--- src/rtl/iob_plic2_if.sv ---
// IOb register-window bus bundle for iob_plic2: request fields driven by the master,
// ready/rvalid/rdata returned by the slave.
interface iob_plic2_if #(
    parameter int ADDR_W = 9,
    parameter int DATA_W = 32
);
    logic                  iob_avalid;
    logic [ADDR_W-1:0]     iob_addr;
    logic [DATA_W-1:0]     iob_wdata;
    logic [DATA_W/8-1:0]   iob_wstrb;
    logic                  iob_ready;
    logic                  iob_rvalid;
    logic [DATA_W-1:0]     iob_rdata;

    modport master (
        output iob_avalid, iob_addr, iob_wdata, iob_wstrb,
        input  iob_ready, iob_rvalid, iob_rdata
    );

    modport slave (
        input  iob_avalid, iob_addr, iob_wdata, iob_wstrb,
        output iob_ready, iob_rvalid, iob_rdata
    );
endinterface

--- src/rtl/iob_plic2.sv ---
// Platform interrupt controller: gateways, per-target arbitration, claim/complete (IOB_PLIC2_EDGE_CNT_EN: queued edges).
// Latency: src_i to irq_o 3 cycles; register reads return 1 cycle after the request.
// Backpressure: none, ready is tied high and every request is accepted in its cycle.
module iob_plic2 #(
    parameter int N_SOURCES         = 8,
    parameter int N_TARGETS         = 2,
    parameter int PRIORITIES        = 8,
    parameter int MAX_PENDING_COUNT = 4,
    parameter int DATA_W            = 32,
    parameter int ADDR_W            = 9
) (
    input  logic                 clk_i,
    input  logic                 rst_n_i,
    iob_plic2_if.slave           bus,
    input  logic [N_SOURCES-1:0] src_i,
    output logic [N_TARGETS-1:0] irq_o
);
    localparam int PB     = $clog2(PRIORITIES);
    localparam int IW     = 5;
    localparam int W_EL   = 0;
    localparam int W_IP   = 1;
    localparam int W_PRIO = 16;
    localparam int W_IE   = 64;
    localparam int W_TH   = 80;
    localparam int W_CC   = 96;
`ifdef IOB_PLIC2_EDGE_CNT_EN
    localparam int CNT_MAX = MAX_PENDING_COUNT;
`else
    localparam int CNT_MAX = (MAX_PENDING_COUNT > 1) ? 1 : MAX_PENDING_COUNT;
`endif
    localparam int CW = $clog2(CNT_MAX + 1);

    typedef logic [PB-1:0] prio_t;
    typedef logic [CW-1:0] cnt_t;
    typedef logic [IW-1:0] id_t;

    logic [N_SOURCES-1:0] el_q, el_d, src_q, ip_q, ip_d, ins_q, ins_d;
    prio_t                prio_q [N_SOURCES];
    prio_t                prio_d [N_SOURCES];
    cnt_t                 cnt_q  [N_SOURCES];
    cnt_t                 cnt_d  [N_SOURCES];
    logic [N_SOURCES-1:0] ie_q   [N_TARGETS];
    logic [N_SOURCES-1:0] ie_d   [N_TARGETS];
    prio_t                th_q   [N_TARGETS];
    prio_t                th_d   [N_TARGETS];
    id_t                  id_q   [N_TARGETS];
    id_t                  id_d   [N_TARGETS];
    logic [N_TARGETS-1:0] irq_q, irq_d;
    logic                 rvalid_q, rvalid_d;
    logic [DATA_W-1:0]    rdata_q, rdata_d;

    int                   widx;
    logic                 is_rd, is_wr;
    id_t                  claim_id, cmpl_id;
    logic [N_SOURCES-1:0] rise, claim_hit, cmpl_hit, dec_hit;
    prio_t                arb_prio [N_TARGETS];
    id_t                  arb_id   [N_TARGETS];
    logic                 unused_addr;

    function automatic logic [31:0] wr_merge(input logic [31:0] cur, input logic [31:0] wd,
                                             input logic [3:0] st);
        logic [31:0] r;
        r = cur;
        for (int b = 0; b < 4; b++)
            if (st[b]) r[b*8 +: 8] = wd[b*8 +: 8];
        return r;
    endfunction

    assign widx        = int'(bus.iob_addr[ADDR_W-1:2]);
    assign is_rd       = bus.iob_avalid && (bus.iob_wstrb == '0);
    assign is_wr       = bus.iob_avalid && (bus.iob_wstrb != '0);
    assign unused_addr = ^bus.iob_addr[1:0];

    // Register window: reads of CC are claims, writes of CC are completes.
    always_comb begin
        el_d     = el_q;
        prio_d   = prio_q;
        ie_d     = ie_q;
        th_d     = th_q;
        rdata_d  = rdata_q;
        rvalid_d = is_rd;
        claim_id = '0;
        cmpl_id  = '0;
        if (is_rd) begin
            rdata_d = '0;
            if (widx == W_EL) rdata_d = DATA_W'(el_q);
            if (widx == W_IP) rdata_d = DATA_W'(ip_q);
            for (int k = 0; k < N_SOURCES; k++)
                if (widx == W_PRIO + k) rdata_d = DATA_W'(prio_q[k]);
            for (int t = 0; t < N_TARGETS; t++) begin
                if (widx == W_IE + t) rdata_d = DATA_W'(ie_q[t]);
                if (widx == W_TH + t) rdata_d = DATA_W'(th_q[t]);
                if (widx == W_CC + t) begin
                    rdata_d  = DATA_W'(id_q[t]);
                    claim_id = id_q[t];
                end
            end
        end
        if (is_wr) begin
            if (widx == W_EL)
                el_d = N_SOURCES'(wr_merge(32'(el_q), bus.iob_wdata, bus.iob_wstrb));
            for (int k = 0; k < N_SOURCES; k++)
                if (widx == W_PRIO + k)
                    prio_d[k] = PB'(wr_merge(32'(prio_q[k]), bus.iob_wdata, bus.iob_wstrb));
            for (int t = 0; t < N_TARGETS; t++) begin
                if (widx == W_IE + t)
                    ie_d[t] = N_SOURCES'(wr_merge(32'(ie_q[t]), bus.iob_wdata, bus.iob_wstrb));
                if (widx == W_TH + t)
                    th_d[t] = PB'(wr_merge(32'(th_q[t]), bus.iob_wdata, bus.iob_wstrb));
                if (widx == W_CC + t)
                    cmpl_id = bus.iob_wdata[IW-1:0];
            end
        end
    end

    // Gateways. ip uses next-cycle in-service so a claim drops irq_o two edges later.
    always_comb begin
        rise      = src_i & ~src_q;
        claim_hit = '0;
        cmpl_hit  = '0;
        dec_hit   = '0;
        cnt_d     = cnt_q;
        for (int k = 0; k < N_SOURCES; k++) begin
            claim_hit[k] = (claim_id == id_t'(k + 1));
            cmpl_hit[k]  = (cmpl_id == id_t'(k + 1)) && ins_q[k];
        end
        ins_d = (ins_q | claim_hit) & ~cmpl_hit;
        for (int k = 0; k < N_SOURCES; k++) begin
            dec_hit[k] = claim_hit[k] && !ins_q[k] && (cnt_q[k] != '0);
            if (el_q[k]) begin
                if (rise[k] && !claim_hit[k] && (cnt_q[k] != cnt_t'(CNT_MAX)))
                    cnt_d[k] = cnt_q[k] + 1'b1;
                else if (dec_hit[k] && !rise[k])
                    cnt_d[k] = cnt_q[k] - 1'b1;
            end
            if (el_d[k] != el_q[k]) cnt_d[k] = '0;
            ip_d[k] = (el_q[k] ? (cnt_q[k] != '0) : src_q[k]) & ~ins_d[k];
        end
    end

    // Strict '>' keeps the lowest ID on priority ties and excludes priority 0.
    always_comb begin
        for (int t = 0; t < N_TARGETS; t++) begin
            arb_prio[t] = '0;
            arb_id[t]   = '0;
            for (int k = 0; k < N_SOURCES; k++) begin
                if (ip_q[k] && ie_q[t][k] && (prio_q[k] > arb_prio[t])) begin
                    arb_prio[t] = prio_q[k];
                    arb_id[t]   = id_t'(k + 1);
                end
            end
            id_d[t]  = arb_id[t];
            irq_d[t] = (arb_id[t] != '0) && (arb_prio[t] > th_q[t]);
        end
    end

    always_ff @(posedge clk_i) begin
        if (!rst_n_i) begin
            el_q     <= '0;
            src_q    <= '0;
            ip_q     <= '0;
            ins_q    <= '0;
            irq_q    <= '0;
            rvalid_q <= 1'b0;
            rdata_q  <= '0;
            for (int k = 0; k < N_SOURCES; k++) begin
                prio_q[k] <= '0;
                cnt_q[k]  <= '0;
            end
            for (int t = 0; t < N_TARGETS; t++) begin
                ie_q[t] <= '0;
                th_q[t] <= '0;
                id_q[t] <= '0;
            end
        end else begin
            el_q     <= el_d;
            src_q    <= src_i;
            ip_q     <= ip_d;
            ins_q    <= ins_d;
            irq_q    <= irq_d;
            rvalid_q <= rvalid_d;
            rdata_q  <= rdata_d;
            prio_q   <= prio_d;
            cnt_q    <= cnt_d;
            ie_q     <= ie_d;
            th_q     <= th_d;
            id_q     <= id_d;
        end
    end

    assign bus.iob_ready  = 1'b1;
    assign bus.iob_rvalid = rvalid_q;
    assign bus.iob_rdata  = rdata_q;
    assign irq_o          = irq_q;
endmodule
--- src/flat_wrapper.sv ---
// flat-port wrapper written by rule: the top's interface ports become plain ports
module iob_plic2_flat 
#(
    parameter int N_SOURCES         = 8,
    parameter int N_TARGETS         = 2,
    parameter int PRIORITIES        = 8,
    parameter int MAX_PENDING_COUNT = 4,
    parameter int DATA_W            = 32,
    parameter int ADDR_W            = 9
)
  (clk_i, rst_n_i, src_i, irq_o, bus_iob_avalid, bus_iob_addr, bus_iob_wdata, bus_iob_wstrb, bus_iob_ready, bus_iob_rvalid, bus_iob_rdata);
  iob_plic2_if #(.ADDR_W(ADDR_W), .DATA_W(DATA_W)) bus_i ();
  input  logic clk_i;
  input  logic rst_n_i;
  input  logic [N_SOURCES-1:0] src_i;
  output logic [N_TARGETS-1:0] irq_o;
  input wire logic [$bits(bus_i.iob_avalid)-1:0] bus_iob_avalid;
  input wire logic [$bits(bus_i.iob_addr)-1:0] bus_iob_addr;
  input wire logic [$bits(bus_i.iob_wdata)-1:0] bus_iob_wdata;
  input wire logic [$bits(bus_i.iob_wstrb)-1:0] bus_iob_wstrb;
  output wire logic [$bits(bus_i.iob_ready)-1:0] bus_iob_ready;
  output wire logic [$bits(bus_i.iob_rvalid)-1:0] bus_iob_rvalid;
  output wire logic [$bits(bus_i.iob_rdata)-1:0] bus_iob_rdata;
  assign bus_i.iob_avalid = bus_iob_avalid;
  assign bus_i.iob_addr = bus_iob_addr;
  assign bus_i.iob_wdata = bus_iob_wdata;
  assign bus_i.iob_wstrb = bus_iob_wstrb;
  assign bus_iob_ready = bus_i.iob_ready;
  assign bus_iob_rvalid = bus_i.iob_rvalid;
  assign bus_iob_rdata = bus_i.iob_rdata;
  iob_plic2 #(.N_SOURCES(N_SOURCES), .N_TARGETS(N_TARGETS), .PRIORITIES(PRIORITIES), .MAX_PENDING_COUNT(MAX_PENDING_COUNT), .DATA_W(DATA_W), .ADDR_W(ADDR_W)) u_core (.clk_i(clk_i), .rst_n_i(rst_n_i), .bus(bus_i), .src_i(src_i), .irq_o(irq_o));
endmodule
--- config.mk ---
export PLATFORM = sky130hd
export DESIGN_NAME = iob_plic2_flat
export DESIGN_NICKNAME = d
export VERILOG_FILES = /design/src/rtl/iob_plic2_if.sv /design/src/rtl/iob_plic2.sv /design/src/flat_wrapper.sv
export SDC_FILE = /design/constraint.sdc
export NUM_CORES = 1
export LEC_CHECK = 0
export ABC_CLOCK_PERIOD_IN_PS = 20800
export CORE_ASPECT_RATIO = 0.75
export CORE_MARGIN = 4
export CORE_UTILIZATION = 61
export DETAILED_ROUTE_END_ITERATION = 10
export PLACE_DENSITY = 0.88
export SLEW_MARGIN = 20
export SYNTH_ARGS = -nofsm -noshare
export SYNTH_HDL_FRONTEND = slang
export SYNTH_SLANG_ARGS = --single-unit
--- constraint.sdc ---
create_clock -name clk_i -period 20.8 [get_ports clk_i]
set_input_delay 2.08 -clock clk_i [delete_from_list [all_inputs] [get_ports clk_i]]
set_output_delay 2.08 -clock clk_i [all_outputs]
set_load 0.005 [all_outputs]
; ---- After elaboration in Yosys (flattened, before gate mapping)
; Cells that the tools add are included.
[op_classes]
eq_ne = 39
mux = 81
bitwise = 30
reduce_logical = 149
magnitude_cmp = 17
n_addsub = 16
[ops]
columns = op, count
row1 = 2-to-1 mux 32 bit, 15
row2 = logical AND 1 bit, 84
row3 = 2-to-1 mux 3 bit, 24
row4 = "equality test 7 x 6 -> 1 bit, second input constant", 10
row5 = > comparator 3 bit, 16
row6 = "equality test 5 x 3 -> 1 bit, second input constant", 8
row7 = AND reduction 3 bit, 12
row8 = logical NOT 32 bit, 1
row9 = 2-to-1 mux 8 bit, 4
row10 = 2-to-1 mux 5 bit, 6
row11 = "equality test 7 bit, second input constant", 4
row12 = 2-to-1 mux 1 bit, 26
row13 = logical NOT 1 bit, 24
row14 = "equality test 5 x 2 -> 1 bit, second input constant", 4
row15 = NOT 1 bit, 17
row16 = AND 8 bit, 2
row17 = NOT 8 bit, 2
row18 = AND reduction 2 bit, 8
row19 = nonzero test 2 bit, 8
row20 = OR reduction 2 bit, 8
row21 = "equality test 5 x 1 -> 1 bit, second input constant", 2
row22 = "equality test 5 x 4 -> 1 bit, second input constant", 2
row23 = nonzero test 5 bit, 2
row24 = "adder 1 bit, second input constant", 8
row25 = other kinds (10), 35
[totals]
in_bits = 56
wordCells = 361
out_inout_bits = 36
regBits = 131

; ---- Longest topological paths before layout
; Gate-level depths: netlist (run 1).
[logic_depth]
word_depth = 26
depth_mapped = 58
mapped_depth_nobuf = 57

; ---- Worst setup path before layout (run 1)
; No wires, ideal clock.
[synth_path]
path_kind = register to register
from = register u_core.ip_q[0]
to = register u_core.irq_q[0], in the netlist u_core.irq_o[0]
arrival_time_ns = 10.040
synth_period_minus_slack_ns = 10.098
setup_slack_ns = 10.702
required_time_ns = 20.742
n_path_buf = 1
setup_time_ns = 0.058
path_stages_with_launch = 52
path_cell_list = dfxtp_1 -> clkbuf_2 -> nand3_1 -> ha_1 -> and3_1 -> a211oi_4 -> mux2i_1 -> inv_1 -> ha_1 -> a31oi_1 -> o21a_2 -> nor2_2 -> a21oi_1 -> ha_1 -> nor2_1 -> maj3_1 -> o21ai_0 -> or2_2 -> (+16 left out) -> a211o_1 -> nand2_1 -> ha_1 -> nand3_1 -> nand3_1 -> a21oi_1 -> inv_1 -> a21o_1 -> ha_1 -> nand3_1 -> nand3_1 -> a21oi_1 -> mux2_2 -> ha_1 -> a21o_1 -> a21oi_1 -> a311oi_1 -> o21a_1
[synth_between]
elab_chain_len = 26
word_cells_on_any_way = 35
classes_between = order compare (8) / mux (16) / reduce/logical (11)
[synth_lines]
columns = item, line
row1 = "start, declared", iob_plic2.sv:37  ; logic [N_SOURCES-1:0] el_q, el_d, src_q, ip_q, ip_d, ins_q, ins_d;
row2 = "start signal, assigned", iob_plic2.sv:178  ; ip_q <= ip_d;
row3 = logical AND 1 bit * (2 in a row), iob_plic2.sv:147  ; if (ip_q[k] && ie_q[t][k] && (prio_q[k] > arb_prio[t])) begin
row4 = 2-to-1 mux 3 bit, iob_plic2.sv:147
row5 = > comparator 3 bit, iob_plic2.sv:147
row6 = logical AND 1 bit, iob_plic2.sv:147
row7 = 2-to-1 mux 3 bit, iob_plic2.sv:147
row8 = > comparator 3 bit, iob_plic2.sv:147
row9 = logical AND 1 bit, iob_plic2.sv:147
row10 = 2-to-1 mux 3 bit, iob_plic2.sv:147
row11 = (+9 left out), --
row12 = > comparator 3 bit, iob_plic2.sv:147
row13 = logical AND 1 bit, iob_plic2.sv:147
row14 = 2-to-1 mux 3 bit, iob_plic2.sv:147
row15 = > comparator 3 bit, iob_plic2.sv:147
row16 = logical AND 1 bit, iob_plic2.sv:147
row17 = 2-to-1 mux 3 bit or 2-to-1 mux 4 bit (tied branches), iob_plic2.sv:147
row18 = > comparator 3 bit or nonzero test 5 bit (tied branches), iob_plic2.sv:153  ; irq_d[t] = (arb_id[t] != '0) && (arb_prio[t] > th_q[t]);
row19 = logical AND 1 bit *, iob_plic2.sv:153
row20 = "end signal, assigned", iob_plic2.sv:180  ; irq_q <= irq_d;
row21 = "end, declared", iob_plic2.sv:48  ; logic [N_TARGETS-1:0] irq_q, irq_d;
; Mark *: on every way between the ends. The rest lies on a longest branch, timed or not.
; A chain may end at the register's enable or synchronous reset.

; ---- Worst setup path after layout (run 1)
; Same ends and word-level chain as after synthesis.

==> results of run 1 <==
-- worst reg2reg max path, delay by kind of cell (launching register included) --
kind	cells	cell delay, ns
AOI/OAI and AO/OA	21	5.02
and+or+nand+nor	19	2.86
adders and majority gates	9	2.49
buffers and inverters	4	0.44
DFF	1	0.52
muxes	2	0.82
-- cells in the final DEF (no fill, tap or decap), drive strengths merged, types with 5 or more instances in the layout --
cell type | synthesis | routed
dfxtp | 105 | 105
a211oi | 12 | 12
mux2 | 17 | 17
or2 | 7 | 7
mux2i | 41 | 41
nor3 | 20 | 20
nor2b | 16 | 16
clkbuf | 35 | 9
a22oi | 11 | 11
o22ai | 6 | 6
o32ai | 5 | 5
and3 | 18 | 18
a21o | 9 | 9
inv | 35 | 39
nand2 | 103 | 103
conb | 2 | 25
o211ai | 6 | 6
clkdlybuf4s50 | 0 | 40
and2 | 19 | 19
a31oi | 16 | 16
a21oi | 78 | 78
nor2 | 109 | 109
buf | 30 | 5
ha | 33 | 33
o21a | 6 | 6
nand3 | 42 | 42
nand3b | 5 | 5
nor3b | 5 | 5
o21ai | 43 | 43
nand4 | 14 | 14
-- Yosys cell counts (all sizes together) (7+ instances only) --
library cell / number / share of area, %
nor2: 109 / 5.7
dfxtp: 105 / 29
nand2: 103 / 5.4
a21oi: 78 / 5.6
o21ai: 43 / 3.2
nand3: 42 / 3.0
mux2i: 41 / 5.7
clkbuf: 35 / 1.8
inv: 35 / 1.8
ha: 33 / 5.7
buf: 30 / 2.9
nor3: 20 / 1.5
and2: 19 / 1.6
and3: 18 / 1.6
mux2: 17 / 2.8
a31oi: 16 / 1.7
nor2b: 16 / 1.5
nand4: 14 / 1.4
a211oi: 12 / 1.5
a22oi: 11 / 1.2
a21o: 9 / 0.93
or2: 7 / 0.61
-- routing by layer --
metal | vias up | part of all wire [%]
met1 | 3299 | 43
met4 | 0 | 2.6
met2 | 449 | 42
li1 | 3335 | -
met5 | - | 0
met3 | 53 | 13
-- power breakdown --
part	leakage, nW	switching, W	internal, W
Clock	0.146	0.0000872	0.0000859
Combinational	1.92	0.0000178	0.00000990
Sequential	0.849	0.00000198	0.000203
-- worst min path at each step --
stage	start	to	slack, ns	cells past startpoint
floorplan	u_core.ie_q[13]	u_core.ie_q[13]	0.45	2
global placement	u_core.cnt_q[4]	u_core.cnt_q[4]	0.46	2
detailed placement	u_core.cnt_q[3]	u_core.cnt_q[3]	0.47	2
CTS	u_core.cnt_q[7]	u_core.cnt_q[7]	0.48	2
global route	u_core.ie_q[15]	u_core.ie_q[15]	0.52	2
finish	u_core.cnt_q[7]	u_core.cnt_q[7]	0.48	2
-- cells by family (layout without fill, tap and decap cells) --
| logic type | count (synthesis) | after routing | synth area share (%) |
|---|---|---|---|
| xor+xnor | 2 | 2 | 0.242 |
| other cells | 2 | 25 | 0.104 |
| compound gates | 239 | 239 | 23.5 |
| fa+ha+maj | 34 | 34 | 5.85 |
| buf+inv | 100 | 96 | 6.58 |
| mux | 59 | 59 | 8.74 |
| simple gates | 381 | 381 | 25.9 |
| flops | 105 | 105 | 29.1 |
-- sequential cells by signal, indices dropped and copies added, names as in the netlist, 8 cells and up --
name and flops:
u_core.prio_q 24, u_core.ie_q 16, u_core.bus.iob_rdata 8, u_core.cnt_q 8, u_core.el_q 8, u_core.id_q 8
u_core.ins_q 8, u_core.ip_q 8, u_core.src_q 8
-- area by class of cell --
cell class | instances | share of cell area, %
Clock buffer | 9 | 2.85
Clock inverter | 7 | 0.980
Inverter | 35 | 1.66
Multi-Input combinational cell | 740 | 59.9
Sequential cell | 105 | 26.6
Tap cell | 162 | 2.56
Timing Repair Buffer | 45 | 5.53
-- stage by stage --
stage                     hold slack [ns]  utilization, %  setup slack (ns)
after global routing                0.518            68.4              7.67
after global placement              0.459            65.8              9.07
after CTS                           0.484            68.4              8.77
after detailed placement            0.467            65.8              8.89
after floorplan                     0.445               -             10.70
final                               0.485            68.4              8.55
==> metrics.md, run 1 <==
| Metric | Value |
|---|---|
| Setup_tns | `0 ns` |
| Seq. cell area | `~0.0021 sq mm` |
| Fin. max-slew vios | `0` |
| Area growth from synthesis to layout | `9.49%` |
| Boundary Pins | `92` |
| 1st-pass router iterations | `5` |
| Register-to-Register Path Depth | `55` |
| Routability cong. | `0.997` |
| Highest achievable clock rate | `81.6 MHz` |
| Number of hold-slack violations in the final timing report | `0` |
| Met1 usage | `43.5%` |
| Max-cap violations | `0` |
| H-Tree Level Count | `3` |
| Total die area | `0.0137 sq mm` |
| CTS tree | `built` |
| CP arrival | `12.50 ns` |
| Hold_buf cts | `0` |
| Number of violations reported at the end of detailed-routing iteration 0 | `~1.1k` |
| GRT Residual Overflow | `0` |
| Count of synthesis-stage warnings from yosys | `0` |
| Worst-path maximum fanout | `9` |
| Crit path buffers/inverters | `4` |
| Post-cts repair resize count | `0` |
| TritonCTS buffer count | `9` |
| Detailed Route WL | `approximately 21,000 um` |
| Area of the mapped netlist | `0.00723 sq mm` |
| Count of unique library cells instantiated by Yosys | `89` |
| Met3 GRT Util | `7.33%` |
| Critical path launch point | `u_core.ip_q[0]` |
| Number of inserted filler cells in the final layout | `936` |
| Crit share post-route | `58.9%` |
| Placed standard-cell area | `between 0.007 and 0.008 sq mm` |
| Critical Path Source Type | `flip-flop` |
| Setup Crit Path Kind | `reg -> reg` |
| Port-buffer cells | `40` |
| X dimension of the die | `134 um` |
| Number of placed instances, taps included | `1,087` |
| Final setup violating endpoints | `0` |
| Critical path required time | `21.05 ns` |
| Cell family with the largest share of critical-path delay | `compound AO/OA/AOI/OAI gates` |
| Skew final | `0.00859 ns` |
| Die Y-Extent | `roughly 100 um` |
| Delay contributed by the slowest stage of the critical path | `about 0.53 ns` |
| CP Capture Point | `u_core.irq_o[0]` |
| Number of flops mapped to enable cells by yosys | `0` |
| Standard cell with the maximum stage delay on the critical path | `a21oi_1` |
| Setup slack on the worst flop-to-flop path | `8.55 ns` |
| Wire length of the first global-routing pass | `33,500 um` |
| Overall power of the completed layout | `just over 0.0004 W` |
| Remaining design rule violation count | `0` |
| Via count of the first global-routing pass | `about 6.5k` |
| Number of antenna violations at the first check in global routing | `0` |
| Synthesized instance count | `922` |
| Fraction of final layout cells with drive strength greater than 1 | `roughly 8.9%` |
| Routing usage on met2 | `46.4%` |
| Headroom to the max-slew limit | `27.7%` |
| Logic depth of the worst path, buffers included | `55` |
| Unrepaired setup endpoints after global routing | `false` |
| Endpoint type of the worst setup path | `flip-flop` |
| Result of the run | `complete, no violations` |
| Number of nets with antenna violations after detailed routing | `0` |
| RR Startpoint | `u_core.ip_q[0]` |
| Pin slew with the least headroom to its limit | `1.08 ns` |
| Total number of nets in the final design | `between 1k and 1.5k` |
| Proportion of register bits with asynchronous set or reset after synthesis | `0%` |
| Average cell area after synthesis | `7.84 sq um` |
| Total vias in the final route | `7,136` |
| Number of flip-flops and latches in the synthesized netlist | `105` |
| Clk slew on worst S/H paths | `0.08 ns` |
| Final non-filler cell area | `roughly 0.0079 sq mm` |
| Most Used Layer, Global Route | `met2` |
| Post-detailed-route via-to-cell ratio | `6.47` |
| Routed length per placed instance | `19.2 um` |
| Count of non-filler cells in the finished layout | `between 1k and 1.5k` |
| Clock Tree Root | `clkbuf_16` |
| Buffer count from post-CTS setup fixing | `0` |
| Leakage power total | `2.92 nW` |
| Worst r2r dst | `u_core.irq_o[0]` |
| Tmin final | `12.25 ns` |
| Overall fraction of global-route tracks in use | `between 30 and 40%` |
| Largest net degree at the start of global routing | `76` |
| Min-Delay Path Class | `reg -> reg` |
| Primary flip-flop cell chosen by synthesis mapping | `dfxtp_1` |
| Ratio of total power to cell area | `51.2 mW/mm^2` |
| HPWL after detailed placement | `approximately 16,000 um` |
| Maximum clock insertion buffer count | `2` |
| Placeable Area | `0.0116 sq mm` |
| Initial Util | `62.5%` |
| Cell mode on critical path | `ha_1` |
| VDD IR max | `0.0000380 V` |
| Later-pin clock latency in the skew report | `around 0.36 ns` |
| Sinks on Clock Net | `105` |
| Antenna diode count | `0` |
| Std cell rows | `34` |
| Share of the yosys chip area belonging to registers | `29.1%` |
| Multi-input gate area in the final layout | `0.00474 sq mm` |
(Power assumes the default switching activity.)
==> run 2, diff against run 1 <==
--- a/config.mk
+++ b/config.mk
@@ -5,12 +5,12 @@
 export SDC_FILE = /design/constraint.sdc
 export NUM_CORES = 1
 export LEC_CHECK = 0
-export ABC_CLOCK_PERIOD_IN_PS = 20800
+export ABC_CLOCK_PERIOD_IN_PS = 11010
 export CORE_ASPECT_RATIO = 0.75
 export CORE_MARGIN = 4
-export CORE_UTILIZATION = 61
+export CORE_UTILIZATION = 51
 export DETAILED_ROUTE_END_ITERATION = 10
-export PLACE_DENSITY = 0.88
+export PLACE_DENSITY = 0.78
 export SLEW_MARGIN = 20
 export SYNTH_ARGS = -nofsm -noshare
 export SYNTH_HDL_FRONTEND = slang
==> constraint.sdc (replaced) <==
create_clock -name clk_i -period 11.01 [get_ports clk_i]
set_input_delay 1.101 -clock clk_i [delete_from_list [all_inputs] [get_ports clk_i]]
set_output_delay 1.101 -clock clk_i [all_outputs]
set_load 0.005 [all_outputs]
==> metrics.md, run 2 (synthesis gave the netlist of run 1 again) <==
| Metric | Value |
|---|---|
| Result of the run | `complete, no violations` |
| Routability cong. | `0.979` |
| Initial Util | `52.4%` |
| 1st-pass router iterations | `5` |
| TritonCTS buffer count | `9` |
| HPWL after detailed placement | `16,300 um` |
| GRT Residual Overflow | `0` |
| VDD IR max | `0.0000869 V` |
| Number of antenna violations at the first check in global routing | `0` |
| Endpoint type of the worst setup path | `flip-flop` |
| Fraction of final layout cells with drive strength greater than 1 | `14.0%` |
| Final core occ | `about three fifths` |
| Headroom to the max-slew limit | `a little over a fifth` |
| Number of hold-slack violations in the final timing report | `0` |
| CP Capture Point | `u_core.irq_o[1]` |
| CP arrival | `10.78 ns` |
| X dimension of the die | `145 um` |
| Standard cell with the maximum stage delay on the critical path | `dfxtp_1` |
| Highest achievable clock rate | `around 95 MHz` |
| Number of violations reported at the end of detailed-routing iteration 0 | `a little under 800` |
| Via count of the first global-routing pass | `6,596` |
| Detailed Route WL | `22,000 um` |
| Clk slew on worst S/H paths | `about 0.080 ns` |
| Critical Path Source Type | `flip-flop` |
| Std cell rows | `37` |
| Leakage power total | `3.08 nW` |
| Critical path required time | `about 11 ns` |
| Maximum clock insertion buffer count | `2` |
| Largest regs | `u_core.prio_q: 24 flops, u_core.ie_q: 16 flops` |
| Worst-path maximum fanout | `8` |
| H-Tree Level Count | `3` |
| Port-buffer cells | `40` |
| Worst r2r dst | `u_core.irq_o[1]` |
| Routed length per placed instance | `19.2 um` |
| Final setup violating endpoints | `0` |
| Max-cap violations | `0` |
| RR Startpoint | `u_core.prio_q[22]` |
| Number of nets with antenna violations after detailed routing | `0` |
| Sinks on Clock Net | `roughly 110` |
| Met2 wire length | `9240 um` |
| Die Y-Extent | `approximately 110 um` |
| Overall fraction of global-route tracks in use | `26.1%` |
| Most flop-heavy register | `u_core.prio_q` |
| Hold Crit Depth | `2` |
| Post-detailed-route via-to-cell ratio | `6.29` |
| Critical path launch point | `u_core.prio_q[22]` |
| Setup_tns | `0 ns` |
| Setup slack on the worst flop-to-flop path | `0.52 ns` |
| Crit share post-route | `a little over nine tenths` |
| Delay contributed by the slowest stage of the critical path | `0.48 ns` |
| Clock Tree Root | `clkbuf_16` |
| CTS tree | `built` |
| Register-to-Register Path Depth | `50` |
| Wire length on met1 | `9630 um` |
| Number of flip-flops in the largest register | `24` |
| Remaining design rule violation count | `0` |
| Largest net degree at the start of global routing | `between 70 and 80` |
| Amount of wire on met3 after detailed routing | `2690 um` |
| Ratio of total power to cell area | `between 90 and 100 mW/mm^2` |
| Tmin final | `10.49 ns` |
| Max layer used | `met4` |
| Min-Delay Path Class | `reg -> reg` |
| Cell mode on critical path | `ha_1` |
| Pin slew with the least headroom to its limit | `1.18 ns` |
| Commonest cells after routing, fill and taps aside | `nor2_1, nand2_1, dfxtp_1` |
| Later-pin clock latency in the skew report | `about 0.35 ns` |
| Hold_buf cts | `0` |
| Area growth from synthesis to layout | `14.1%` |
| Total number of nets in the final design | `1,056` |
| Boundary Pins | `92` |
| Placeable Area | `0.0138 sq mm` |
| Wire length of the first global-routing pass | `approximately 34,000 um` |
| Antenna diode count | `0` |
| Total die area | `approximately 0.016 sq mm` |
| Setup Crit Path Kind | `reg -> reg` |
| Skew final | `0.00874 ns` |
| Fin. max-slew vios | `0` |
| Total vias in the final route | `~7k` |
| Most common cell after layout, fill and taps aside | `nor2_1` |
[run 2: worst min path at each step]
stage | start | slack [ns] | endpoint
2_1_floorplan | u_core.ie_q[13] | 0.45 | u_core.ie_q[13]
3_3_place_gp | u_core.cnt_q[3] | 0.46 | u_core.cnt_q[3]
3_5_place_dp | u_core.cnt_q[4] | 0.47 | u_core.cnt_q[4]
4_1_cts | u_core.cnt_q[4] | 0.48 | u_core.cnt_q[4]
5_1_grt | u_core.cnt_q[4] | 0.51 | u_core.cnt_q[4]
6_report | u_core.cnt_q[3] | 0.48 | u_core.cnt_q[3]
[run 2: critical path, delay by kind of cell (launching register included)]
| kind | cells | cell delay [ns] |
|---|---|---|
| AO/OA/AOI/OAI | 19 | 3.95 |
| adder cells (fa/ha/maj) | 8 | 2.20 |
| multiplexers | 2 | 0.74 |
| buffers and inverters | 4 | 0.41 |
| flip-flops | 1 | 0.48 |
| AND/OR/NAND/NOR | 17 | 2.64 |
[run 2: power breakdown]
group / leakage [nW] / switching, W / internal [W]
logic: 2.08 / 0.0000342 / 0.0000186
registers: 0.851 / 0.00000386 / 0.000382
clock network: 0.146 / 0.000165 / 0.000162
[run 2: repair_timing]
item,4_1_cts,5_1_grt
endpoints found under the setup margin,0,3
resized for setup,0,26
buffers inserted,0,8
[run 2: final cells by class]
type                    count  area, sq um
multi-input cells         740         4810
inverters                  35          131
flip-flops and latches    105         2110
well taps                 175          219
fillers                  1252         5550
clock buffers               9          225
clock inverters             7         80.1
repair buffers             76          671
[run 2: per-layer routing]
metal  global-route usage [%]  vias up
li1                         -     3383
met1                     39.3     3375
met2                     37.5      411
met3                     5.52       46
met4                     6.96        0
met5                        0        -
[run 2: stage by stage]
step | cells | worst slack [ns] | hold WS, ns | total power [W] | area (sq um)
floorplan | 945 | 0.912 | 0.445 | 0.000428 | 7310
global placement | 1123 | 0.322 | 0.464 | 0.000445 | 7800
detailed placement | 1123 | 0.150 | 0.465 | 0.000446 | 7800
CTS | 1139 | 0.0656 | 0.476 | 0.000767 | 8110
global route | 1147 | -0.0375 | 0.507 | 0.000787 | 8250
finish | 1147 | 0.521 | 0.478 | 0.000766 | 8250
==> run 3, diff against run 2 <==
--- a/config.mk
+++ b/config.mk
@@ -11,6 +11,7 @@
 export CORE_UTILIZATION = 51
 export DETAILED_ROUTE_END_ITERATION = 10
 export PLACE_DENSITY = 0.78
+export SKIP_LAST_GASP = 1
 export SLEW_MARGIN = 20
 export SYNTH_ARGS = -nofsm -noshare
 export SYNTH_HDL_FRONTEND = slang
==> results of run 3 <==
Final layout, timing and power as in run 2 (identical DEF).
